$ cat src/rtl/maze_vga_renderer.sv
// maze_vga_renderer: 640x480@60 VGA scan of a 16x16 maze snapshot with
// a per-frame latched player marker; rgb/hsync/vsync share a 2-cycle pipe.
module maze_vga_renderer #(
  parameter int H_VISIBLE = 640,
  parameter int H_FRONT   = 16,
  parameter int H_SYNC    = 96,
  parameter int H_BACK    = 48,
  parameter int V_VISIBLE = 480,
  parameter int V_FRONT   = 10,
  parameter int V_SYNC    = 2,
  parameter int V_BACK    = 33,
  parameter int X_OFFSET  = 192,
  parameter int Y_OFFSET  = 112
) (
  input  logic         clk,
  input  logic         reset,
  input  logic [255:0] maze_data,
  input  logic         maze_valid,
  input  logic [3:0]   player_x,
  input  logic [3:0]   player_y,
  output logic         hsync,
  output logic         vsync,
  output logic [2:0]   rgb,
  output logic         frame_start,
  output logic         snapshot_loaded
);
  localparam int H_TOTAL = H_VISIBLE + H_FRONT + H_SYNC + H_BACK;
  localparam int V_TOTAL = V_VISIBLE + V_FRONT + V_SYNC + V_BACK;
  localparam int HS_BEG  = H_VISIBLE + H_FRONT;
  localparam int HS_END  = HS_BEG + H_SYNC;
  localparam int VS_BEG  = V_VISIBLE + V_FRONT;
  localparam int VS_END  = VS_BEG + V_SYNC;

  logic [9:0] h_cnt, v_cnt;
  logic       h_last, v_last;

  assign h_last = (h_cnt == 10'(H_TOTAL - 1));
  assign v_last = (v_cnt == 10'(V_TOTAL - 1));

  always_ff @(posedge clk or negedge reset) begin
    if (!reset) begin
      h_cnt <= '0;
      v_cnt <= '0;
    end else if (h_last) begin
      h_cnt <= '0;
      v_cnt <= v_last ? '0 : v_cnt + 10'd1;
    end else begin
      h_cnt <= h_cnt + 10'd1;
    end
  end

  logic       active, in_maze, hs_raw, vs_raw;
  logic [3:0] cx, cy;

  assign active  = (h_cnt < 10'(H_VISIBLE)) &&
                   (v_cnt < 10'(V_VISIBLE));
  assign in_maze = (h_cnt >= 10'(X_OFFSET)) &&
                   (h_cnt <  10'(X_OFFSET + 256)) &&
                   (v_cnt >= 10'(Y_OFFSET)) &&
                   (v_cnt <  10'(Y_OFFSET + 256));
  assign cx      = 4'((h_cnt - 10'(X_OFFSET)) >> 4);
  assign cy      = 4'((v_cnt - 10'(Y_OFFSET)) >> 4);
  assign hs_raw  = !((h_cnt >= 10'(HS_BEG)) && (h_cnt < 10'(HS_END)));
  assign vs_raw  = !((v_cnt >= 10'(VS_BEG)) && (v_cnt < 10'(VS_END)));

  logic       s1_active, s1_in_maze, s1_hs, s1_vs;
  logic [3:0] s1_cx, s1_cy;

  always_ff @(posedge clk or negedge reset) begin
    if (!reset) begin
      s1_active  <= 1'b0;
      s1_in_maze <= 1'b0;
      s1_cx      <= '0;
      s1_cy      <= '0;
      s1_hs      <= 1'b1;
      s1_vs      <= 1'b1;
    end else begin
      s1_active  <= active;
      s1_in_maze <= in_maze;
      s1_cx      <= cx;
      s1_cy      <= cy;
      s1_hs      <= hs_raw;
      s1_vs      <= vs_raw;
    end
  end

  logic [255:0] snapshot;
  logic         mv_q, pending, mv_rise, mv_fall, load_pt;
  logic [3:0]   px_q, py_q;

  assign mv_rise = maze_valid && !mv_q;
  assign mv_fall = !maze_valid && mv_q;
  assign load_pt = (h_cnt == '0) && (v_cnt == 10'(V_VISIBLE));

  // Snapshot only changes in vertical blanking so a frame never tears
  always_ff @(posedge clk or negedge reset) begin
    if (!reset) begin
      mv_q            <= 1'b0;
      pending         <= 1'b0;
      snapshot        <= '0;
      snapshot_loaded <= 1'b0;
    end else begin
      mv_q <= maze_valid;
      if (mv_fall) begin
        pending         <= 1'b0;
        snapshot_loaded <= 1'b0;
      end else if (load_pt && (pending || mv_rise)) begin
        snapshot        <= maze_data;
        pending         <= 1'b0;
        snapshot_loaded <= 1'b1;
      end else if (mv_rise) begin
        pending <= 1'b1;
      end
    end
  end

  always_ff @(posedge clk or negedge reset) begin
    if (!reset) begin
      frame_start <= 1'b0;
      px_q        <= '0;
      py_q        <= '0;
    end else begin
      frame_start <= (h_cnt == '0) && (v_cnt == '0);
      if (frame_start) begin
        px_q <= player_x;
        py_q <= player_y;
      end
    end
  end

  logic       cell_bit, is_player, is_origin;
  logic [2:0] colour;

  assign cell_bit  = snapshot[{s1_cy, s1_cx}];
  assign is_player = (s1_cx == px_q) && (s1_cy == py_q);
  assign is_origin = (s1_cx == 4'd0) && (s1_cy == 4'd0);

  always_comb begin
    colour = 3'b000;
    if (!s1_active || !s1_in_maze)
      colour = 3'b000;
    else if (!snapshot_loaded)
      colour = 3'b001;
    else if (is_player)
      colour = 3'b100;
    else if (cell_bit && is_origin)
      colour = 3'b010;
    else if (cell_bit)
      colour = 3'b111;
    else
      colour = 3'b001;
  end

  always_ff @(posedge clk or negedge reset) begin
    if (!reset) begin
      hsync <= 1'b1;
      vsync <= 1'b1;
      rgb   <= 3'b000;
    end else begin
      hsync <= s1_hs;
      vsync <= s1_vs;
      rgb   <= colour;
    end
  end
endmodule

$ cat config.mk
export PLATFORM = sky130hd
export DESIGN_NAME = maze_vga_renderer
export DESIGN_NICKNAME = d
export VERILOG_FILES = /design/src/rtl/maze_vga_renderer.sv
export SDC_FILE = /design/constraint.sdc
export NUM_CORES = 1
export LEC_CHECK = 0
export CORE_ASPECT_RATIO = 2
export CORE_MARGIN = 1
export CORE_UTILIZATION = 35
export DETAILED_ROUTE_END_ITERATION = 8
export PLACE_DENSITY = 0.6
export SLEW_MARGIN = 20
export SYNTH_ARGS = -nofsm -noshare
export SYNTH_HDL_FRONTEND = slang
export SYNTH_SLANG_ARGS = --single-unit
$ cat constraint.sdc
create_clock -name clk -period 6.1 [get_ports clk]
set_clock_uncertainty 0.2 [all_clocks]
set_input_delay 1.22 -clock clk [delete_from_list [all_inputs] [get_ports clk]]
set_output_delay 1.22 -clock clk [all_outputs]
set_load 0.05 [all_outputs]
# [After elaboration in Yosys (flattened, before gate mapping)]
# Index checks and enable logic that the tools add are counted.
# Widths: inputs -> output; s select.
[word_totals] reg_bits=305 in_bits=267 out_inout_bits=7 wordCells=82
[classes] n_addsub=4 magnitude_cmp=11 n_eq_ne=5 muxes=14 n_bitwise=1 reduce_logical=29
[op_table] cell="$lt 10x9->1 const B" count=4
[op_table] cell="$add 10x1->10 const B" count=2
[op_table] cell="$eq 10x10->1 const B" count=2
[op_table] cell="$logic_not 10->1" count=2
[op_table] cell="$lt 10x10->1 const B" count=2
[op_table] cell="$mux 10" count=2
[op_table] cell="$mux 3" count=5
[op_table] cell="$logic_and 1x1->1" count=14
[op_table] cell="$eq 10x9->1 const B" count=1
[op_table] cell="$ge 10x10->1 const B" count=1
[op_table] cell="$ge 10x7->1 const B" count=1
[op_table] cell="$ge 10x8->1 const B" count=1
[op_table] cell="$ge 10x9->1 const B" count=1
[op_table] cell="$lt 8x9->1 const B" count=1
[op_table] cell="$bmux 1 s8" count=1
[op_table] cell="$eq 4x4->1" count=2
[op_table] cell="$logic_not 4->1" count=2
[op_table] cell="$sub 8x7->8 const B" count=1
[op_table] cell="$sub 8x8->8 const B" count=1
[op_table] cell="$logic_not 1->1" count=6
[op_table] cell="$mux 1" count=6
[op_table] cell="$reduce_bool 3->1" count=1
[op_table] cell="$logic_or 1x1->1" count=2
[op_table] cell="$reduce_and 2->1" count=1
[op_table] cell="2 further kinds" count=2

# [Depth between registers and ports, before layout]
# Gate-level depths: netlist of run 1.
[depth] depth_word=7 mapped_depth=11

# [Worst setup path after synthesis of run 1]
# No wires, ideal clock.
[synth_timing] kind="input-to-reg" start="input port maze_valid" end="register snapshot[0]" setup_time_ns=0.128 arrival_time_ns=2.674 slack_ns=3.098 path_stages=7 path_buffers=2 path_cell_list="ha_1 nor2_1 or3_1 nor2_1 clkbuf_1 buf_2 mux2_1"
[synth_via] elab_chain_cells=4
[synth_rtl] element="start: declaration" line="18" source="input logic maze_valid,"
[synth_rtl] element="$logic_and 1x1->1 / $logic_not 1->1 (equally long branches)" line="91, 92"
[synth_rtl] element="$logic_or 1x1->1 / $logic_and 1x1->1 (equally long branches)" line="107, 92"
[synth_rtl] element="$logic_and 1x1->1 / $not 1->1 (equally long branches)"
[synth_rtl] element="$reduce_and 2->1 (no source line) *"
[synth_rtl] element="end signal: assignment" line="108" source="snapshot <= maze_data;"
[synth_rtl] element="end: declaration" line="87" source="logic [255:0] snapshot;"
# Every way passes the cells marked *; elsewhere a longest branch is shown, timed or not.
# A chain may end at the register's enable or synchronous reset.

# [Worst setup path after layout of run 1]
[layout_timing] start="register s1_cx[0]" end="register rgb[2]"
[layout_via] elab_chain_cells=7
[layout_rtl] element="start: declaration" line="67" source="logic [3:0] s1_cx, s1_cy;"
[layout_rtl] element="start signal: assignment" line="73" source="s1_cx <= '0;"
[layout_rtl] element="start signal: assignment" line="80" source="s1_cx <= cx;"
[layout_rtl] element="$bmux 1 s8 / $logic_not 4->1 (equally long branches)" line="134, 136"
[layout_rtl] element="$mux 1 (not written as such) / $logic_and 1x1->1 (equally long branches)" line="134, 136"
[layout_rtl] element="$mux 3 / $logic_and 1x1->1 (equally long branches)" line="148, 146"
[layout_rtl] element="$mux 3" line="146" source="else if (cell_bit && is_origin)"
[layout_rtl] element="$mux 3 *" line="144" source="else if (is_player)"
[layout_rtl] element="$mux 3 *" line="142" source="else if (!snapshot_loaded)"
[layout_rtl] element="$mux 3 *" line="140" source="if (!s1_active || !s1_in_maze)"
[layout_rtl] element="named net colour[2]" line="132" source="logic [2:0] colour;"
[layout_rtl] element="end signal: assignment" line="162" source="rgb <= colour;"
[layout_rtl] element="end: declaration" line="23" source="output logic [2:0] rgb,"
# The timed path passes the listed nets; every way through them passes the cells marked *. The select of a mux whose other input is x is not followed.

==> run_results.csv, run 1 <==
group,metric,value,unit
run_status,status,"completed",
timing,max_slew_margin,0.347,
pwr,peakVddDrop,0.000187,V
clock_network,h-tree-depth,1,
synthesis,synth.avg_cell_area,15.0,um2
layout,share_of_final_layout_standard_cells_stronger_than_drive_strength_1,0.119,
worst_setup_path,required,6.34,ns
synthesis,synth-main-ff-cell,"dfrtp_1",
synthesis,synth_async_sr_flop_share,1.00,
synthesis,synthesis.yosys.warnings,0,
timing,layout_min_cycle_time,3.99,ns
worst_setup_path,critical_path.reg2reg.startpoint,"s1_cx[0]",
clock_network,path_clk_slew,0.07,ns
global_routing,grt_first_pass_wirelength,58700,um
die,start_util,0.356,
route,route.detailed.drc,0,
die,pin_count,274,
clock_network,cts_tree,"done",
timing,setup-violations-final,0,
timing,final-max-slew-violation-count,0,
timing,final_hold_vio_count,0,
timing,unrepaired_setup_endpoints_after_global_routing,"no",
layout,final_core_util,0.469,
global_routing,maximum_number_of_pins_on_one_net_before_global_route_repair,128,
pwr,cellLeakagePower,0.00866,uW
worst_setup_path,crit_start,"s1_cx[0]",
clock_network,cts.hold.buffers_added,0,
route,routed_vias_inst,4.99,
synthesis,synthTopCellsByArea,"dfrtp_1, mux2_1, mux4_2, buf_2, ha_1",
placement,place.gp.congestion,0.837,
synthesis,yosysUniqueCellTypes,55,
route,postRouteWirelength,38400,um
timing,timing.fmax,250,MHz
timing,period_share,0.655,
worst_setup_path,r2r-end,"rgb[2]",
min_path,worstHoldPathType,"flop to flop",
clock_network,cts_num_sinks,305,
synthesis,number_of_enable_type_register_cells_in_the_synthesized_netlist,0,
synthesis,synthesis.nets,1199,
clock_network,cts_resized,0,
route,drt-wirelength-per-cell,22.1,um
die,chipHeight,283,um
route,drt_pre_antenna_iters,4,
die,fp.dieArea,0.0403,mm2
clock_network,root_buffer,"clkbuf_16",
die,floorplan.die.width,142,um
clock_network,postCtsSetupRepairBufs,0,
global_routing,gr-total-overflow,0,
clock_network,clock_tree_buffer_depth,3,
worst_setup_path,timing.critical_path.from_type,"flop",
clock_network,clock_insertion_delay_worst_skew,0.56,ns
die,core.rowCount,102,
route,antenna_violating_nets_post_route,0,
synthesis,library_cell_with_the_largest_summed_area_after_synthesis,"dfrtp_1",
synthesis,synth.ff_latch_count,305,
timing,final.setup.tns,0,ns
worst_setup_path,worst_reg2reg_path_length_in_cells,8,
placement,dpl.hpwl,28300,um
clock_network,cts_buffers,30,
synthesis,yosysSeqAreaShare,0.553,
route,routed-via-count,8682,
synthesis,synthCells,920,
timing,tightestPinTransition,0.980,ns
pwr,power-per-cell-area,234,mW/mm2
synthesis,synth_area,0.0138,mm2
worst_setup_path,crit_type,"flop to flop",
layout,areaGrowthSynthToFinish,31.8,%
placement,placement.io_buffers,273,
worst_setup_path,worst_ep_arrival_time,4.23,ns
die,core,0.0388,mm2
synthesis,yosys_top_cell_area_share,0.545,
run,maxCapViolations,0,
layout,nets,1462,
global_routing,antenna_found_initial,13,
worst_setup_path,cp_max_fo,36,
worst_setup_path,critical_path.endpoint_type,"flop",
worst_setup_path,worst_setup_path_endpoint,"rgb[2]",
global_routing,globalRouteTotalUtil,0.197,
global_routing,grt_pass1_vias,9858,
route,drt_iter0_markers,289,
worst_setup_path,reg2reg_slack,2.11,ns
-- cell type report --
class	count	area [um2]
Inverter	15	56.3
Clock buffer	41	853
Clock inverter	15	213
Antenna cell	13	32.5
Timing Repair Buffer	286	2910
Fill cell	3501	20600
Tap cell	520	651
Sequential cell	305	7640
Multi-Input combinational cell	545	5850
-- flip-flops by register name, summed over array words and instances (netlist names) --
name	cells
h_cnt	10
mv_q	1
s1_in_maze	1
px_q	4
hsync	1
s1_cx	4
s1_hs	1
v_cnt	10
frame_start	1
s1_cy	4
snapshot	256
py_q	4
s1_vs	1
snapshot_loaded	1
pending	1
rgb	3
s1_active	1
vsync	1
-- how the worst min path moves through the flow --
stage	startpoint	end	slack [ns]	depth (start not counted)
6_report	s1_vs	vsync	0.16	0
5_1_grt	s1_vs	vsync	0.16	0
4_1_cts	s1_vs	vsync	0.16	0
3_5_place_dp	s1_vs	vsync	0.15	0
3_3_place_gp	s1_vs	vsync	0.15	0
2_1_floorplan	s1_hs	hsync	0.15	0
-- power breakdown --
part	total, uW	switching, uW	internal [uW]
registers	2030	2.96	2030
logic	231	73.9	157
clock network	2000	812	1190
total	4260	889	3380
-- cell usage in the layout, fill, tap and decap left out, types with 5 or more instances in the layout --
cell type	instances
mux2i_1	14
mux2_1	257
inv_1	14
a22oi_1	9
o221ai_1	5
nand3_1	13
xor2_1	7
mux2_2	8
clkbuf_1	6
o21ai_0	18
clkbuf_16	31
diode_2	13
or3_1	5
nor3_1	6
nand2b_1	5
clkdlybuf4s50_1	272
dfrtp_1	299
nand4_1	7
xnor2_1	14
mux4_2	62
buf_12	6
nor2_1	24
nand2_1	19
bufinv_16	5
clkinv_2	6
a21oi_1	10
ha_1	12
and2_1	5
buf_4	7
-- cells in the mapped netlist, types with 7 or more instances --
| cell type | count |
|---|---|
| xnor2_1 | 14 |
| nand2_1 | 19 |
| o21ai_0 | 18 |
| nand4_1 | 7 |
| mux2_1 | 257 |
| nand3_1 | 13 |
| ha_1 | 12 |
| dfrtp_1 | 301 |
| inv_1 | 14 |
| xor2_1 | 7 |
| mux2_2 | 8 |
| a21oi_1 | 10 |
| a22oi_1 | 9 |
| clkbuf_1 | 14 |
| mux4_2 | 62 |
| nor2_1 | 25 |
| buf_2 | 30 |
| mux2i_1 | 14 |
-- per-stage QoR --
step / hold WS, ns / total power, uW / std cells / worst slack, ns / instance area [um2]
2_1_floorplan: 0.145 / 2080 / 920 / 3.10 / 13800
3_3_place_gp: 0.149 / 2300 / 1671 / 2.00 / 17100
3_5_place_dp: 0.149 / 2300 / 1671 / 1.91 / 17100
4_1_cts: 0.157 / 4330 / 1727 / 1.94 / 18200
5_1_grt: 0.164 / 4420 / 1740 / 1.76 / 18200
6_report: 0.157 / 4260 / 1740 / 2.11 / 18200
-- routing by layer --
layer / up-vias / global-route usage / part of all wire
met5: - / 0 / 0
met4: 0 / 0.0876 / 0.030
met3: 47 / 0.0208 / 0.034
met2: 187 / 0.381 / 0.59
met1: 4512 / 0.207 / 0.35
li1: 3936 / - / -
-- worst max-delay path, cell delays in order (launching register included) --
cell and delay (ns):
dfrtp_4 0.92, buf_4 0.54, buf_4 0.40, mux4_2 0.54, o21ai_0 0.27, o32ai_1 0.13
a211o_1 0.32, a311oi_1 0.34, o31ai_1 0.13
-- kinds of logic (layout without fill, tap and decap cells) --
group	count (synthesis)	in the layout	share of synthesized area
muxes	341	341	0.327
AOI/OAI and AO/OA	68	68	0.0333
other	0	13	0
and+or+nand+nor	103	103	0.0380
xor gates and xnor gates	21	21	0.0133
buffers and inverters	70	357	0.0245
DFF	305	305	0.553
adders and majority gates	12	12	0.0109
No activity file was read; power rests on OpenSTA's default activity.
==> run 2: changes to the inputs <==
==> constraint.sdc (replaced) <==
create_clock -name clk -period 4.1 [get_ports clk]
set_clock_uncertainty 0.2 [all_clocks]
set_input_delay 0.82 -clock clk [delete_from_list [all_inputs] [get_ports clk]]
set_output_delay 0.82 -clock clk [all_outputs]
set_load 0.05 [all_outputs]
==> run 2 against run 1 <==
Against the previous run:
- die area is the same
- via count shrank 0.22%
- combinational power grew 54%
- largest cell class unchanged
- register-to-register slack lost 1.5 ns
==> run_results.csv, run 2 (synthesized netlist as in run 1, its figures left out) <==
group,metric,value,unit
min_path,worstHoldPathType,"primary input to asynchronous set/reset pin",
global_routing,gr-total-overflow,0,
worst_setup_path,worst_ep_arrival_time,3.70,ns
timing,max_slew_margin,0.498,
layout,post-route-cell-area,0.0182,mm2
route,drt_iter0_markers,305,
timing,period_share,0.845,
clock_network,path_clk_slew,0.06,ns
layout,leading_cell_types_in_the_layout_fill_and_taps_excluded,"dfrtp_1, clkdlybuf4s50_1, mux2_1",
clock_network,cts_num_sinks,305,
clock_network,cts_resized,0,
global_routing,grt_pass1_vias,9766,
global_routing,grt_first_pass_wirelength,58500,um
worst_setup_path,timing.critical_path.from_type,"flop",
pwr,p_comb_frac,0.057,
global_routing,maximum_number_of_pins_on_one_net_before_global_route_repair,129,
clock_network,clock_tree_buffer_depth,3,
clock_network,cts_tree,"done",
die,core,0.0388,mm2
route,routed-via-count,8663,
die,fp.dieArea,0.0403,mm2
die,pin_count,274,
die,chipHeight,283,um
global_routing,antenna_found_initial,3,
run,maxCapViolations,0,
route,drt_pre_antenna_iters,4,
layout,largest_register,"snapshot",
pwr,power_total,6260,uW
route,postRouteWirelength,38200,um
route,route.detailed.drc,0,
pwr,pwr-share-seq,0.482,
timing,layout_min_cycle_time,3.46,ns
route,antenna_violating_nets_post_route,0,
pwr,power_switching_share,0.210,
clock_network,cts.hold.buffers_added,0,
pwr,peakVddDrop,0.000297,V
layout,nets,1465,
timing,tightestPinTransition,0.754,ns
timing,final-max-slew-violation-count,0,
run_status,status,"completed",
timing,final.setup.tns,0,ns
pwr,internal_power,4950,uW
pwr,switchingPower,1310,uW
timing,fin_hold_ws,0.0843,ns
clock_network,clock_insertion_delay_worst_skew,0.56,ns
placement,dpl-instance-area,0.0171,mm2
layout,fillers,3504,
layout,share_of_final_layout_standard_cells_stronger_than_drive_strength_1,0.121,
clock_network,cts_buffers,30,
die,core.rowCount,102,
layout,final_cell_count_no_fill,1733,
timing,unrepaired_setup_endpoints_after_global_routing,"no",
worst_setup_path,critical_path.endpoint_type,"flop",
die,floorplan.die.width,142,um
placement,dpl.hpwl,28100,um
timing,final_hold_vio_count,0,
worst_setup_path,required,4.34,ns
placement,placedCellCount,1674,
pwr,power.clock.fraction,0.461,
worst_setup_path,crit_type,"flop to flop",
timing,setup-violations-final,0,
placement,placement.io_buffers,273,
placement,place.gp.congestion,0.854,
layout,reg_top3,"snapshot: 256 flops, h_cnt: 10 flops, v_cnt: 10 flops",
die,start_util,0.356,
pwr,power-per-cell-area,344,mW/mm2
worst_setup_path,cp_max_fo,32,
global_routing,globalRouteTotalUtil,0.196,
clock_network,h-tree-depth,1,
layout,largest_register_ffs,256,
route,routed_vias_inst,5.00,
layout,areaGrowthSynthToFinish,31.6,%
timing,timing.fmax,289,MHz
pwr,cellLeakagePower,0.00867,uW
route,drt-wirelength-per-cell,22.1,um
clock_network,postCtsSetupRepairBufs,0,
layout,final_common_cell,"dfrtp_1",
clock_network,root_buffer,"clkbuf_16",
==> run 2: cell types whose count changed in the layout (fill, tap and decap cells not counted), sizes merged <==
cell,previous run,this run
buf,14,17
bufinv,5,3
inv,16,15
diode,13,3
clkbuf,41,45
clkinvlp,2,1
==> run 2: power groups by stage <==
stage          clock network (uW)  logic [uW]  registers [uW]
3_3_place_gp                    0         362            3080
4_1_cts                      2990         366            3020
5_1_grt                      3100         383            3020
3_5_place_dp                    0         363            3080
2_1_floorplan                   0        13.5            3080
6_report                     2890         356            3020
==> run 2: worst paths after layout <==
kind	start	endpoint	slack [ns]	depth (start not counted)
setup reg to reg	s1_cx[0]	rgb[2]	0.64	7
min in group clk	s1_hs	hsync	0.16	0
setup / recovery	s1_cx[0]	rgb[2]	0.64	7
hold reg to reg	s1_hs	hsync	0.16	0
max in group asynchronous	reset	vsync	2.69	2
hold / removal	reset	snapshot[85]	0.08	1
==> run 2: worst max-delay path, cell delays in order (launching register included) <==
cell      delay [ns]
dfrtp_4         0.86
buf_12          0.36
mux4_2          0.55
mux4_2          0.51
o21ai_0         0.28
nor3_1          0.11
a311oi_1        0.30
o31ai_1         0.13
==> run 2: final cells by class <==
class / count / area (um2) / share of cell area
Antenna cell: 3 / 7.51 / 0.000413
Clock inverter: 11 / 136 / 0.00750
Multi-Input combinational cell: 545 / 5850 / 0.322
Clock buffer: 45 / 898 / 0.0494
Sequential cell: 305 / 7640 / 0.420
Tap cell: 520 / 651 / 0.0358
Timing Repair Buffer: 289 / 2950 / 0.162
Inverter: 15 / 56.3 / 0.00310
==> run 2: through the flow <==
| step | utilization | worst slack (ns) |
|---|---|---|
| detailed placement | 0.442 | 0.604 |
| floorplan | - | 1.38 |
| global route | 0.469 | 0.446 |
| global placement | 0.442 | 0.569 |
| CTS | 0.469 | 0.599 |
| finish | 0.469 | 0.636 |
==> run 2: per-layer routing <==
layer | up-vias | GRT usage | wire [um]
met5 | - | 0 | 0
met4 | 0 | 0.0664 | 951
met3 | 44 | 0.0260 | 1500
met2 | 186 | 0.387 | 22400
met1 | 4495 | 0.206 | 13400
li1 | 3938 | - | -
==> run 3: changes to the inputs <==
--- a/config.mk
+++ b/config.mk
@@ -9,7 +9,7 @@
 export CORE_MARGIN = 1
 export CORE_UTILIZATION = 35
 export DETAILED_ROUTE_END_ITERATION = 8
-export PLACE_DENSITY = 0.6
+export PLACE_DENSITY = 0.62
 export SLEW_MARGIN = 20
 export SYNTH_ARGS = -nofsm -noshare
 export SYNTH_HDL_FRONTEND = slang
==> constraint.sdc (replaced) <==
create_clock -name clk -period 3.1 [get_ports clk]
set_clock_uncertainty 0.2 [all_clocks]
set_input_delay 0.62 -clock clk [delete_from_list [all_inputs] [get_ports clk]]
set_output_delay 0.62 -clock clk [all_outputs]
set_load 0.05 [all_outputs]
==> run 3 against run 2 <==
Against the previous run:
- setup slack worse by 0.51 ns
- fmax is 16% higher
- flip-flop and latch count stayed put
- worst hold slack better by 0.070 ns
- combinational power is 38% higher
- cell count is 3.1% higher
- die area stayed put
- via count is 3.3% higher
- total power is 33% higher
- clock-buffer cell count is 6 lower
- routed wire length is 2.5% higher
- sequential power is 32% higher
- critical endpoint is now rgb[0]
==> run_results.csv, run 3 (synthesized netlist as in run 1, its figures left out) <==
group,metric,value,unit
run_status,status,"completed",
timing,max_slew_margin,0.601,
die,chipHeight,283,um
pwr,peakVddDrop,0.000503,V
die,fp.dieArea,0.0403,mm2
pwr,cellLeakagePower,0.00893,uW
run,maxCapViolations,0,
clock_network,root_buffer,"clkbuf_16",
timing,final.setup.tns,0,ns
clock_network,cts_tree,"done",
pwr,power_total,8360,uW
timing,final.setup.worst_slack,0.122,ns
global_routing,antenna_found_initial,14,
global_routing,grt_pass1_vias,10100,
pwr,power_switching_share,0.209,
route,routed_vias_inst,5.01,
worst_setup_path,worst_setup_path_endpoint,"rgb[0]",
pwr,switchingPower,1750,uW
layout,final_common_cell,"dfrtp_1",
route,drt_iter0_markers,361,
pwr,pwr-share-seq,0.478,
min_path,worstHoldPathType,"flop to flop",
clock_network,cts_num_sinks,305,
global_routing,gr-total-overflow,0,
clock_network,clock_tree_buffer_depth,3,
global_routing,grt_first_pass_wirelength,60400,um
die,start_util,0.356,
pwr,internal_power,6610,uW
worst_setup_path,required,3.38,ns
timing,unrepaired_setup_endpoints_after_global_routing,"no",
placement,place.gp.congestion,0.836,
layout,leading_cell_types_in_the_layout_fill_and_taps_excluded,"dfrtp_1, clkdlybuf4s50_1, mux2_1",
pwr,power-per-cell-area,447,mW/mm2
layout,fillers,3477,
die,core,0.0388,mm2
clock_network,h-tree-depth,1,
timing,layout_min_cycle_time,2.98,ns
route,postRouteWirelength,39200,um
layout,largest_register,"snapshot",
layout,largest_register_ffs,256,
worst_setup_path,cp_max_fo,24,
layout,share_of_final_layout_standard_cells_stronger_than_drive_strength_1,0.155,
worst_setup_path,worst_reg2reg_path_length_in_cells,8,
worst_setup_path,crit_start,"s1_cx[1]",
worst_setup_path,reg2reg_slack,0.12,ns
placement,dpl.hpwl,30200,um
timing,tightestPinTransition,0.598,ns
route,route.detailed.drc,0,
layout,area_of_the_multi_input_gates,0.00586,mm2
timing,final_hold_vio_count,0,
clock_network,path_clk_slew,0.06,ns
placement,placement.io_buffers,273,
layout,reg_top3,"snapshot: 256 flops, h_cnt: 10 flops, v_cnt: 10 flops",
global_routing,maximum_number_of_pins_on_one_net_before_global_route_repair,72,
timing,period_share,0.961,
route,routed-via-count,8946,
worst_setup_path,crit_type,"flop to flop",
worst_setup_path,critical_path.endpoint_type,"flop",
timing,final-max-slew-violation-count,0,
route,drt_pre_antenna_iters,4,
placement,worst_slack_after_detailed_placement,-0.0800,ns
route,antenna_violating_nets_post_route,0,
worst_setup_path,worst_ep_arrival_time,3.26,ns
layout,nets,1510,
die,floorplan.die.width,142,um
global_routing,globalRouteTotalUtil,0.202,
worst_setup_path,r2r-end,"rgb[0]",
route,drt-wirelength-per-cell,21.9,um
timing,timing.fmax,336,MHz
layout,total_area_of_sequential_cells,0.00764,mm2
pwr,p_comb_frac,0.059,
pwr,power.clock.fraction,0.463,
timing,setup-violations-final,0,
clock_network,clock_insertion_delay_worst_skew,0.57,ns
die,core.rowCount,102,
worst_setup_path,timing.critical_path.from_type,"flop",
die,pin_count,274,
layout,areaGrowthSynthToFinish,35.5,%
worst_setup_path,critical_path.reg2reg.startpoint,"s1_cx[1]",
clock_network,cts_buffers,29,
==> run 3: changes by cell type in the layout (fill, tap and decap cells not counted), moves of 4 or more <==
cell / before / now
buf_4: 9 / 43
diode_2: 3 / 13
clkbuf_1: 7 / 3
buf_12: 7 / 16
==> run 3: worst min-delay path by stage <==
stage | cells past startpoint | to | slack (ns) | from
after detailed placement | 0 | hsync | 0.15 | s1_hs
after global routing | 0 | hsync | 0.16 | s1_hs
after global placement | 0 | hsync | 0.15 | s1_hs
after floorplan | 0 | frame_start | 0.12 | reset
final | 0 | hsync | 0.15 | s1_hs
after CTS | 0 | hsync | 0.16 | s1_hs
==> run 3: cell type report <==
class / count / area share
clock inverters: 14 / 0.0112
flip-flops and latches: 305 / 0.408
clock buffers: 39 / 0.0445
diodes: 13 / 0.00174
repair buffers: 335 / 0.183
well taps: 520 / 0.0348
inverters: 15 / 0.00301
multi-input cells: 545 / 0.313
==> run 3: timing repair <==
item	4_1_cts	5_1_grt
hold buffers	1	0
cloned	0	0
pin swaps	0	1
endpoints found under the setup margin	3	171
gates resized for setup	0	5
setup buffers	2	0
hold endpoints to repair	63	0
==> run 3: critical path, cell delays in order (launching register included) <==
cell and delay [ns]:
dfrtp_4 0.71, buf_12 0.22, buf_4 0.18, mux4_2 0.30, o21ai_0 0.29, o32ai_1 0.14
a211o_1 0.33, a311o_1 0.32, a31oi_1 0.18
==> run 3: power groups by stage <==
stage                     Sequential [uW]  Clock [uW]  Combinational (uW)
after floorplan                      4070           0                17.9
after global placement               4070           0                 501
after detailed placement             4070           0                 500
after CTS                            3990        3970                 504
after global routing                 3990        4120                 525
final                                3990        3870                 491
==> run 3: through the flow <==
| step | util | cell area (um2) | instances | hold WS (ns) |
|---|---|---|---|---|
| after floorplan | - | 13800 | 920 | 0.124 |
| after global placement | 0.453 | 17600 | 1717 | 0.149 |
| after detailed placement | 0.453 | 17600 | 1717 | 0.148 |
| after CTS | 0.481 | 18700 | 1773 | 0.157 |
| after global routing | 0.482 | 18700 | 1786 | 0.164 |
| final | 0.482 | 18700 | 1786 | 0.155 |
==> run 3: per-layer routing <==
metal | vias up | track usage | share of wire
met5 | - | 0 | 0.00033
met4 | 2 | 0.103 | 0.041
met3 | 76 | 0.0235 | 0.039
met2 | 225 | 0.382 | 0.57
met1 | 4613 | 0.215 | 0.35
li1 | 4030 | - | -
